==> src/rtl/neuron_pkg.sv <==
// Shared types and constants for the 4-input neuron datapath: widths, reset
// bounds, config-select encodings and the operand bundle layout.
package neuron_pkg;

  localparam int DATA_W   = 8;
  localparam int BIAS_W   = 16;
  localparam int CLAMP_W  = 12;
  localparam int XMIN_RST = -128;
  localparam int XMAX_RST = 127;

  typedef enum logic [2:0] {
    CFG_W1   = 3'd0,
    CFG_W2   = 3'd1,
    CFG_W3   = 3'd2,
    CFG_W4   = 3'd3,
    CFG_BIAS = 3'd4,
    CFG_XMIN = 3'd5,
    CFG_XMAX = 3'd6,
    CFG_NONE = 3'd7
  } cfg_sel_e;

  typedef struct packed {
    logic [3:0][DATA_W-1:0] w;     // w[0] = W1
    logic [BIAS_W-1:0]      bias;
    logic [CLAMP_W-1:0]     xmin;
    logic [CLAMP_W-1:0]     xmax;
  } cfg_t;

  typedef struct packed {
    logic [3:0][DATA_W-1:0] x;     // x[0] = X1, the first sample of the group
    cfg_t                   cfg;
  } operand_bundle_t;

  function automatic cfg_t cfg_reset();
    cfg_t r;
    r      = '0;
    r.xmin = CLAMP_W'(XMIN_RST);
    r.xmax = CLAMP_W'(XMAX_RST);
    return r;
  endfunction

endpackage

==> src/rtl/neuron_cfg_bank.sv <==
// Config shadow bank: W1..W4, bias, xmin, xmax. Exposes the post-write view so
// a bundle loaded in the same cycle as a write sees the new value.
module neuron_cfg_bank
  import neuron_pkg::*;
(
  input  logic              clk,
  input  logic              rst_n,
  input  logic              cfg_we,
  input  logic [2:0]        cfg_sel,
  input  logic [BIAS_W-1:0] cfg_data,
  output cfg_t              o_cfg_next
);

  cfg_t r_cfg;
  cfg_t w_cfg_next;

  // NOTE: every always_comb output gets a default first, so no path can
  // leave it unassigned and infer a latch.
  always_comb begin
    w_cfg_next = r_cfg;
    if (cfg_we) begin
      case (cfg_sel_e'(cfg_sel))
        CFG_W1:   w_cfg_next.w[0] = cfg_data[DATA_W-1:0];
        CFG_W2:   w_cfg_next.w[1] = cfg_data[DATA_W-1:0];
        CFG_W3:   w_cfg_next.w[2] = cfg_data[DATA_W-1:0];
        CFG_W4:   w_cfg_next.w[3] = cfg_data[DATA_W-1:0];
        CFG_BIAS: w_cfg_next.bias = cfg_data;
        CFG_XMIN: w_cfg_next.xmin = cfg_data[CLAMP_W-1:0];
        CFG_XMAX: w_cfg_next.xmax = cfg_data[CLAMP_W-1:0];
        default:  ;
      endcase
    end
  end

  // NOTE: sequential state uses non-blocking assignments only, so every
  // flop samples the pre-edge values regardless of process ordering.
  always_ff @(posedge clk or negedge rst_n) begin
    if (!rst_n) r_cfg <= cfg_reset();
    else        r_cfg <= w_cfg_next;
  end

  assign o_cfg_next = w_cfg_next;

endmodule

==> src/rtl/neuron_operand_loader.sv <==
// Assembles serial activations into 4-element vectors and presents them with a
// coherent config snapshot through a registered, double-buffered output.
module neuron_operand_loader
  import neuron_pkg::*;
(
  input  logic                      clk,
  input  logic                      rst_n,
  input  logic                      soft_clr,
  input  logic signed [DATA_W-1:0]  in_data,
  input  logic                      in_valid,
  output logic                      in_ready,
  input  logic                      cfg_we,
  input  logic [2:0]                cfg_sel,
  input  logic [BIAS_W-1:0]         cfg_data,
  output logic signed [DATA_W-1:0]  X1,
  output logic signed [DATA_W-1:0]  X2,
  output logic signed [DATA_W-1:0]  X3,
  output logic signed [DATA_W-1:0]  X4,
  output logic signed [DATA_W-1:0]  W1,
  output logic signed [DATA_W-1:0]  W2,
  output logic signed [DATA_W-1:0]  W3,
  output logic signed [DATA_W-1:0]  W4,
  output logic signed [BIAS_W-1:0]  bias,
  output logic signed [CLAMP_W-1:0] xmin,
  output logic signed [CLAMP_W-1:0] xmax,
  output logic                      out_valid,
  input  logic                      out_ready
);

  logic [1:0]        r_cnt;
  logic              r_asm_full;
  logic              r_out_valid;
  logic [DATA_W-1:0] r_asm [4];
  operand_bundle_t   r_out;

  cfg_t            w_cfg;
  logic            w_accept;
  logic            w_fourth;
  logic            w_slot_free;
  logic            w_load_in;
  logic            w_load_asm;
  logic            w_load;
  operand_bundle_t w_bundle;

  neuron_cfg_bank u_cfg_bank (
    .clk        (clk),
    .rst_n      (rst_n),
    .cfg_we     (cfg_we),
    .cfg_sel    (cfg_sel),
    .cfg_data   (cfg_data),
    .o_cfg_next (w_cfg)
  );

  assign in_ready    = !r_asm_full;
  assign w_accept    = in_valid && in_ready && !soft_clr;
  assign w_fourth    = w_accept && (r_cnt == 2'd3);
  assign w_slot_free = !r_out_valid || out_ready;
  // A held vector blocks new samples, so the two load sources never coincide.
  assign w_load_in   = w_fourth && w_slot_free;
  assign w_load_asm  = r_asm_full && r_out_valid && out_ready && !soft_clr;

  always_comb begin
    w_load   = 1'b0;
    w_bundle = r_out;
    if (w_load_in) begin
      w_load       = 1'b1;
      w_bundle.x   = {in_data, r_asm[2], r_asm[1], r_asm[0]};
      w_bundle.cfg = w_cfg;
    end else if (w_load_asm) begin
      w_load       = 1'b1;
      w_bundle.x   = {r_asm[3], r_asm[2], r_asm[1], r_asm[0]};
      w_bundle.cfg = w_cfg;
    end
  end

  always_ff @(posedge clk or negedge rst_n) begin
    if (!rst_n) begin
      r_cnt          <= 2'd0;
      r_asm_full     <= 1'b0;
      r_out_valid    <= 1'b0;
      r_out.x        <= '0;
      r_out.cfg      <= cfg_reset();
    end else if (soft_clr) begin
      r_cnt       <= 2'd0;
      r_asm_full  <= 1'b0;
      r_out_valid <= 1'b0;
    end else begin
      if (w_accept) r_cnt <= 2'(r_cnt + 2'd1);
      if (w_fourth && !w_slot_free) r_asm_full <= 1'b1;
      else if (w_load_asm)          r_asm_full <= 1'b0;
      if (w_load) begin
        r_out       <= w_bundle;
        r_out_valid <= 1'b1;
      end else if (r_out_valid && out_ready) begin
        r_out_valid <= 1'b0;
      end
    end
  end

  // NOTE: the assembly slots carry no reset; each is written before any load
  // can read it, so resetting them would only add reset fanout.
  always_ff @(posedge clk) begin
    if (w_accept) r_asm[r_cnt] <= in_data;
  end

  assign X1        = r_out.x[0];
  assign X2        = r_out.x[1];
  assign X3        = r_out.x[2];
  assign X4        = r_out.x[3];
  assign W1        = r_out.cfg.w[0];
  assign W2        = r_out.cfg.w[1];
  assign W3        = r_out.cfg.w[2];
  assign W4        = r_out.cfg.w[3];
  assign bias      = r_out.cfg.bias;
  assign xmin      = r_out.cfg.xmin;
  assign xmax      = r_out.cfg.xmax;
  assign out_valid = r_out_valid;

endmodule

==> config.mk <==
export PLATFORM = sky130hd
export DESIGN_NAME = neuron_operand_loader
export DESIGN_NICKNAME = d
export VERILOG_FILES = /design/src/rtl/neuron_pkg.sv /design/src/rtl/neuron_cfg_bank.sv /design/src/rtl/neuron_operand_loader.sv
export SDC_FILE = /design/constraint.sdc
export NUM_CORES = 1
export LEC_CHECK = 0
export BUFFER_PORTS_ARGS = -buffer_cell sky130_fd_sc_hd__buf_2
export CORE_MARGIN = 2
export CORE_UTILIZATION = 60
export CTS_BUF_LIST = sky130_fd_sc_hd__clkbuf_4
export DETAILED_ROUTE_END_ITERATION = 10
export GPL_ROUTABILITY_DRIVEN = 0
export GPL_TIMING_DRIVEN = 0
export PLACE_DENSITY = 0.85
export SYNTH_ARGS = -nofsm -noshare
export SYNTH_HDL_FRONTEND = slang
export SYNTH_HIERARCHICAL = 1
export SYNTH_SLANG_ARGS = --single-unit
==> constraint.sdc <==
create_clock -name clk -period 3.75 [get_ports clk]
set_input_delay 0.75 -clock clk [delete_from_list [all_inputs] [get_ports clk]]
set_output_delay 0.75 -clock clk [all_outputs]
set_load 0.01 [all_outputs]
==> summary.md, run 1 <==
| Metric | Value |
|---|---|
| Initial antenna violation count | 0 |
| Worst Tran Pin Value | 0.679 ns |
| Via count | 4505 |
| Crit-path max FO | 17 |
| Outcome | complete, no violations |
| Total CTS buffers | 51 |
| Vias in the first global route | 4902 |
| Fin crit share | 59.3% |
| Routed WL | 15.9 mm |
| Setup TNS | 0 ns |
| Worst rel slew slack | 54.5% |
| Seq cells post-synth | 212 |
| Antenna Violating Nets Remaining | 0 |
| Worst skew pair latency | 0.64 ns |
| First-pass GRT wire length | 25.8 mm |
| Top-area cell type share of the netlist area | 48.7% |
| Fmax | 450 MHz |
| Pleak | 4.77 nW |
| CTS Buffer Depth | 3 |
| Sequential share of the synthesized area | 68.6% |
| Non-Filler Instances | 859 |
| CTS root buffer | clkbuf_4 |
| Post-CTS sizing | 0 |
| Port-buffer cells | 138 |
| CTS tree | yes |
| Final min period | 2.22 ns |
| Vias per cell | 5.24 |
| Max-cap viol count | 0 |
| Placement Cell Area | 8960 um^2 |
| GRT Util Overall | 23.3% |
| DR iter-0 viols | 200 |
| Vert. Die Dim | 120 um |
| Synthesized Nets | 484 |
| Synth Warn # | 14 |
| Unrepaired setup endpoints after global routing | false |
| Die area | 14300 um^2 |
| Data required time of the critical path | 4.25 ns |
| Area delta synth->final | 20.8% |
| Postcts setup bufs | 0 |
| Area leader, netlist | dfrtp_1 |
| Hold Crit Endpoint | r_asm_full$_DFFE_PN0P_ |
| Worst R2R Setup Slack | 1.53 ns |
| Core outline area | 13100 um^2 |
| FF-to-FF Start | r_cnt[0]$_DFFE_PN0P_ |
| Hpwl dp | 10.6 mm |
| Final Util | 73.7% |
| Antenna fix cells | 0 |
| H-tree depth | 2 |
| Pin count of the biggest net entering global routing | 135 |
| Area contributors post-synth | dfrtp_1, mux2_2, edfxtp_1 |
| Gr ovfl total | 0 |
| Final standard cell area without fillers | 9680 um^2 |
| Clk slew on worst S/H paths | 0.07 ns |
| VDD IR-drop max | 0.000341 V |
| Clk sink count | 212 |
| Fillers | 853 |
| Row count | 42 |
| # IOs | 139 |
| CP Launch Type | flip-flop |
| PwrDens | 612 nW/um^2 |
| Hold-critical path depth | 2 |
| WP data arrival | 2.73 ns |
| Cells after Synth | 447 |
| Hold Fails Final Rpt | 0 |
| Setup Skew | 0.0238 ns |
| Final setup viols | 0 |
| Worst min path class | in -> reg |
| DRC | 0 |
| Synth Area per Inst | 17.9 um^2 |
| Nets | 677 |
| Max Slew Vio Count | 0 |
| Router iterations before antenna repair | 4 |
| Setup crit end kind | flip-flop |
| Mapped Area | 8010 um^2 |
| Die X | 120 um |
| Worst r2r path cells | 5 |
| Synth cell types | 25 |
| FF-to-FF End | X4[2]$_DFFE_PN0P_ |
| # placed instances | 762 |
| Initial Util | 61.0% |
| Critical path class | reg -> reg |
| Hold wc startpoint | out_ready |
| Critical Path Start | r_cnt[0]$_DFFE_PN0P_ |
| Share of post-route cells with drive strength above 1 | 58.9% |
| Drt wl/cell | 18.5 um |
[cell families after synthesis]
group / synth area share [%]
XOR/XNOR: 0.109
adder cells (fa/ha/maj): 0.625
flip-flops: 68.6
AO/OA/AOI/OAI: 0.640
buffers and inverters: 1.69
multiplexers: 26.5
AND/OR/NAND/NOR: 1.87
[power breakdown]
part           switching (W)  internal, W  leakage, nW
clock               0.000861      0.00110        0.427
combinational       0.000484     0.000498         1.80
sequential          0.000177      0.00281         2.54
[worst max-delay path by stage]
stage,endpoint
2_1_floorplan,X4[7]$_DFFE_PN0P_
5_1_grt,X4[2]$_DFFE_PN0P_
6_report,X4[2]$_DFFE_PN0P_
3_3_place_gp,W1[0]$_DFFE_PN0P_
3_5_place_dp,X4[1]$_DFFE_PN0P_
4_1_cts,X4[0]$_DFFE_PN0P_
[cell usage after synthesis]
library cell and n:
a2111oi_4 1, a21oi_1 3, a2bb2oi_1 1, and2_1 3, and4bb_1 1, and4bb_2 1
buf_2 9, buf_4 7, buf_6 2, dfrtp_1 156, dfstp_2 24, edfxtp_1 32
ha_1 4, inv_1 4, mux2_1 54, mux2_2 120, mux2_4 10, mux2i_1 1
nand2b_1 1, nand4b_1 3, nor2_1 3, nor2b_1 3, nor4b_4 1, nor4bb_1 2
xnor2_1 1
[per-layer routing]
metal	vias to the layer above	GRT usage [%]	wire (um)
li1	2035	-	-
met1	2328	30.0	6630
met2	120	38.8	8090
met3	22	7.18	976
met4	0	6.76	187
met5	-	0	0
[flip-flops by register name, indices dropped and copies added, names as in the netlist]
| register | count |
|---|---|
| W1 | 8 |
| X3 | 8 |
| X1 | 8 |
| W2 | 8 |
| r_asm | 32 |
| out_valid | 1 |
| X2 | 8 |
| r_asm_full | 1 |
| X4 | 8 |
| xmax | 12 |
| r_cnt | 2 |
| u_cfg_bank/r_cfg | 72 |
| W4 | 8 |
| xmin | 12 |
| bias | 16 |
| W3 | 8 |
[repair_timing]
action,in CTS,in global routing
endpoints found under the hold margin,11,0
hold buffers,1,0
endpoints found under the setup margin,0,0
[cells in the final DEF (no fill, tap or decap), drive strengths merged]
master and instances:
a2111oi 1, xnor2 1, nand4b 3, nand2b 1, ha 4, a2bb2oi 1
inv 5, mux2 184, a21oi 3, mux2i 1, nor4bb 2, nor4b 1
dfstp 24, nor2 3, buf 157, dlygate4sd3 1, and4bb 2, nor2b 3
dfrtp 156, clkinv 8, bufinv 1, edfxtp 32, clkbuf 86, and2 3
[metrics by stage]
stage / worst slack, ns / total power, W / hold slack [ns]
after floorplan: 1.61 / 0.00354 / 0.439
after global placement: -0.653 / 0.00394 / 0.442
after detailed placement: 1.19 / 0.00402 / 0.449
after CTS: 1.55 / 0.00600 / 0.296
after global routing: 1.41 / 0.00624 / 0.296
final: 1.53 / 0.00593 / 0.342
[worst max-delay path, stage by stage, from the launching register on]
cell and delay (ns):
dfrtp_1 0.43, ha_1 0.20, nor4bb_1 0.35, buf_2 0.45, mux2_2 0.39, mux2_2 0.28
[cell type report]
class | count | area (um^2) | share of cell area [%]
multi-input cells | 213 | 2380 | 24.6
plain buffers | 18 | 120 | 1.24
clock buffers | 86 | 646 | 6.67
repair buffers | 140 | 738 | 7.63
inverters | 4 | 15.0 | 0.155
flip-flops and latches | 212 | 5500 | 56.8
clock inverters | 10 | 63.8 | 0.659
well taps | 176 | 220 | 2.28
Note: power is estimated with default switching activity, not from simulation.
==> run 2: changes to the inputs <==
--- a/config.mk
+++ b/config.mk
@@ -7,12 +7,12 @@
 export LEC_CHECK = 0
 export BUFFER_PORTS_ARGS = -buffer_cell sky130_fd_sc_hd__buf_2
 export CORE_MARGIN = 2
-export CORE_UTILIZATION = 60
+export CORE_UTILIZATION = 52
 export CTS_BUF_LIST = sky130_fd_sc_hd__clkbuf_4
 export DETAILED_ROUTE_END_ITERATION = 10
 export GPL_ROUTABILITY_DRIVEN = 0
 export GPL_TIMING_DRIVEN = 0
-export PLACE_DENSITY = 0.85
+export PLACE_DENSITY = 0.78
 export SYNTH_ARGS = -nofsm -noshare
 export SYNTH_HDL_FRONTEND = slang
 export SYNTH_HIERARCHICAL = 1
==> constraint.sdc (replaced) <==
create_clock -name clk -period 1.91 [get_ports clk]
set_input_delay 0.382 -clock clk [delete_from_list [all_inputs] [get_ports clk]]
set_output_delay 0.382 -clock clk [all_outputs]
set_load 0.01 [all_outputs]
==> run 2 against run 1 <==
Effect of this change: global-route usage shrank 2.6 points; sequential share of layout area fell by 2.8 points; die area grew 15%; combinational power grew 100%; largest power group unchanged; flip-flop and latch count did not move.
==> summary.md, run 2 (synthesis results as in run 1) <==
| Metric | Value |
|---|---|
| CTS Buffer Depth | 3 (unchanged) |
| GRT Util Overall | 20.8% (-2.6 points) |
| CTS tree | yes |
| Most common cell after layout, fill and taps aside | dfrtp_1 |
| Gr ovfl total | 0 (unchanged) |
| Unrepaired setup endpoints after global routing | true |
| Clk pwr share | 32.6% (-0.5 points) |
| Net Sw Power | 0.00306 W (+100%) |
| DRC | 0 (unchanged) |
| Final standard cell area without fillers | 10200 um^2 (+5.1%) |
| Die area | 16400 um^2 (+15%) |
| H-tree depth | 2 (unchanged) |
| Non-Filler Instances | 903 (+5.1%) |
| Setup crit end kind | flip-flop |
| Commonest cells after routing, fill and taps aside | dfrtp_1, buf_2, mux2_2, clkbuf_4, mux2_1 |
| Area delta synth->final | 27.0% |
| Fmax | 535 MHz (+19%) |
| Router iterations before antenna repair | 4 (unchanged) |
| Worst min path class | in -> reg |
| Row count | 45 (+7.1%) |
| Worst Tran Pin Value | 0.654 ns (-0.0248 ns) |
| Outcome | complete, no violations |
| Vert. Die Dim | 128 um (+7.2%) |
| Comb power frac | 17.2% (+0.6 points) |
| Total CTS buffers | 52 (+2.0%) |
| WP data arrival | 2.36 ns (-0.37 ns) |
| Setup TNS | 0 ns (unchanged) |
| Vias in the first global route | 5070 (+3.4%) |
| Initial Util | 52.9% (-8.1 points) |
| Pin count of the biggest net entering global routing | 116 (-14%) |
| CTS root buffer | clkbuf_4 |
| Max Slew Vio Count | 0 (unchanged) |
| Drt wl/cell | 18.5 um (+0.27%) |
| Setup Skew | 0.0385 ns (+0.0146 ns) |
| Vias per cell | 5.14 (-2.0%) |
| Biggest register | u_cfg_bank/r_cfg |
| VDD IR-drop max | 0.000773 V (+130%) |
| Hold Fails Final Rpt | 0 (unchanged) |
| Fin crit share | 97.9% (+39 points) |
| Max FFs per register | 72 (unchanged) |
| Nets | 710 (+4.9%) |
| Worst rel slew slack | 56.2% (+1.7 points) |
| Routed WL | 16.7 mm (+5.4%) |
| Pleak | 4.94 nW (+3.5%) |
| Int Power | 0.00863 W (+96%) |
| Fin Hold WS | 0.0442 ns (-0.297 ns) |
| Switching Share | 26.2% (+0.51 points) |
| Data required time of the critical path | 2.40 ns (-1.85 ns) |
| PwrDens | 1150 nW/um^2 (+88%) |
| Final min period | 1.87 ns (-0.354 ns) |
| Critical path class | reg -> reg |
| Share of post-route cells with drive strength above 1 | 58.6% (-0.26 points) |
| Initial antenna violation count | 0 (unchanged) |
| First-pass GRT wire length | 26.1 mm (+1.4%) |
| Placement Cell Area | 8970 um^2 (+0.17%) |
| # placed instances | 774 (+1.6%) |
| Clk sink count | 212 (unchanged) |
| Port-buffer cells | 138 (unchanged) |
| Worst skew pair latency | 0.64 ns (about the same) |
| Antenna fix cells | 0 (unchanged) |
| Final Util | 67.2% (-6.5 points) |
| Crit-path max FO | 10 (-7) |
| Via count | 4641 (+3.0%) |
| Flop pwr share | 50.2% (-0.2 points) |
| Antenna Violating Nets Remaining | 0 (unchanged) |
| Worst R2R Setup Slack | 0.04 ns (-1.49 ns) |
| DR iter-0 viols | 142 (-29%) |
| Final setup viols | 0 (unchanged) |
| Core outline area | 15100 um^2 (+15%) |
| CP Launch Type | flip-flop |
| Hpwl dp | 10.5 mm (-0.60%) |
| Die X | 128 um (+7.2%) |
| Clk slew on worst S/H paths | 0.06 ns (about the same) |
| # IOs | 139 (unchanged) |
| Max-cap viol count | 0 (unchanged) |
-- run 2: changes by cell type in the layout (fill, tap and decap cells not counted), moves of 2 or more --
cell and delta:
mux2_2 -2, buf_4 +6, clkbuf_4 -12, dlygate4sd3_1 +15
buf_12 +7, mux2_1 -7, buf_6 +4, mux2_4 +9
buf_2 -5, clkinv_1 +10, buf_8 +4
-- run 2: layer usage --
| layer | global-route usage, % | part of all wire, % | vias to the layer above |
|---|---|---|---|
| li1 | - | - | 2105 |
| met1 | 25.2 | 43 | 2370 |
| met2 | 35.3 | 50 | 146 |
| met3 | 6.30 | 5.8 | 20 |
| met4 | 7.69 | 1.4 | 0 |
| met5 | 0 | 0 | - |
-- run 2: timing repair --
action                                  in CTS  in global routing
hold buffers                                16                  0
endpoints found under the setup margin     104                103
pin swaps                                    1                  2
resized for setup                           13                 40
endpoints found under the hold margin      102                  0
buffers inserted                             3                 12
cloned                                       0                  2
-- run 2: final cells by class --
cell class                      instances  area [um^2]
Sequential cell                       212         5500
Inverter                                4         15.0
Timing Repair Buffer                  172         1040
Fill cell                            1062         4970
Buffer                                 18          254
Clock buffer                           74          556
Tap cell                              188          235
Multi-Input combinational cell        213         2430
Clock inverter                         22          139
-- run 2: power groups by stage --
stage                     Combinational (W)  Clock (W)  Sequential (W)
after floorplan                    0.000826          0         0.00612
after global placement              0.00185          0         0.00589
after detailed placement            0.00194          0         0.00595
after CTS                           0.00198    0.00393         0.00587
after global routing                0.00219    0.00420         0.00596
final                               0.00201    0.00381         0.00587
-- run 2: path summary, 6_finish.rpt --
kind | start | end | cells past startpoint
worst max-delay path | r_cnt[0]$_DFFE_PN0P_ | W3[7]$_DFFE_PN0P_ | 7
worst min-delay path | cfg_data[8] | u_cfg_bank/r_cfg[32]$_DFF_PN0_ | 2
worst max register to register | r_cnt[0]$_DFFE_PN0P_ | W3[7]$_DFFE_PN0P_ | 7
worst min register to register | r_asm[0][6]$_DFFE_PP_ | X1[6]$_DFFE_PN0P_ | 1
max in group asynchronous | rst_n | r_cnt[1]$_DFFE_PN0P_ | 3
min in group asynchronous | rst_n | X3[0]$_DFFE_PN0P_ | 2
-- run 2: per-stage QoR --
step | setup WS, ns | total power (W)
after floorplan | 0.0303 | 0.00694
after global placement | -2.16 | 0.00775
after detailed placement | -0.342 | 0.00788
after CTS | -0.0102 | 0.0118
after global routing | -0.0308 | 0.0124
final | 0.0405 | 0.0117
-- run 2: worst max-delay path: stages (launching register included) --
cell and delay, ns:
dfrtp_1 0.38, ha_2 0.21, a21oi_2 0.07, a2111oi_4 0.28, buf_6 0.18, buf_6 0.14
buf_8 0.15, mux2_2 0.34
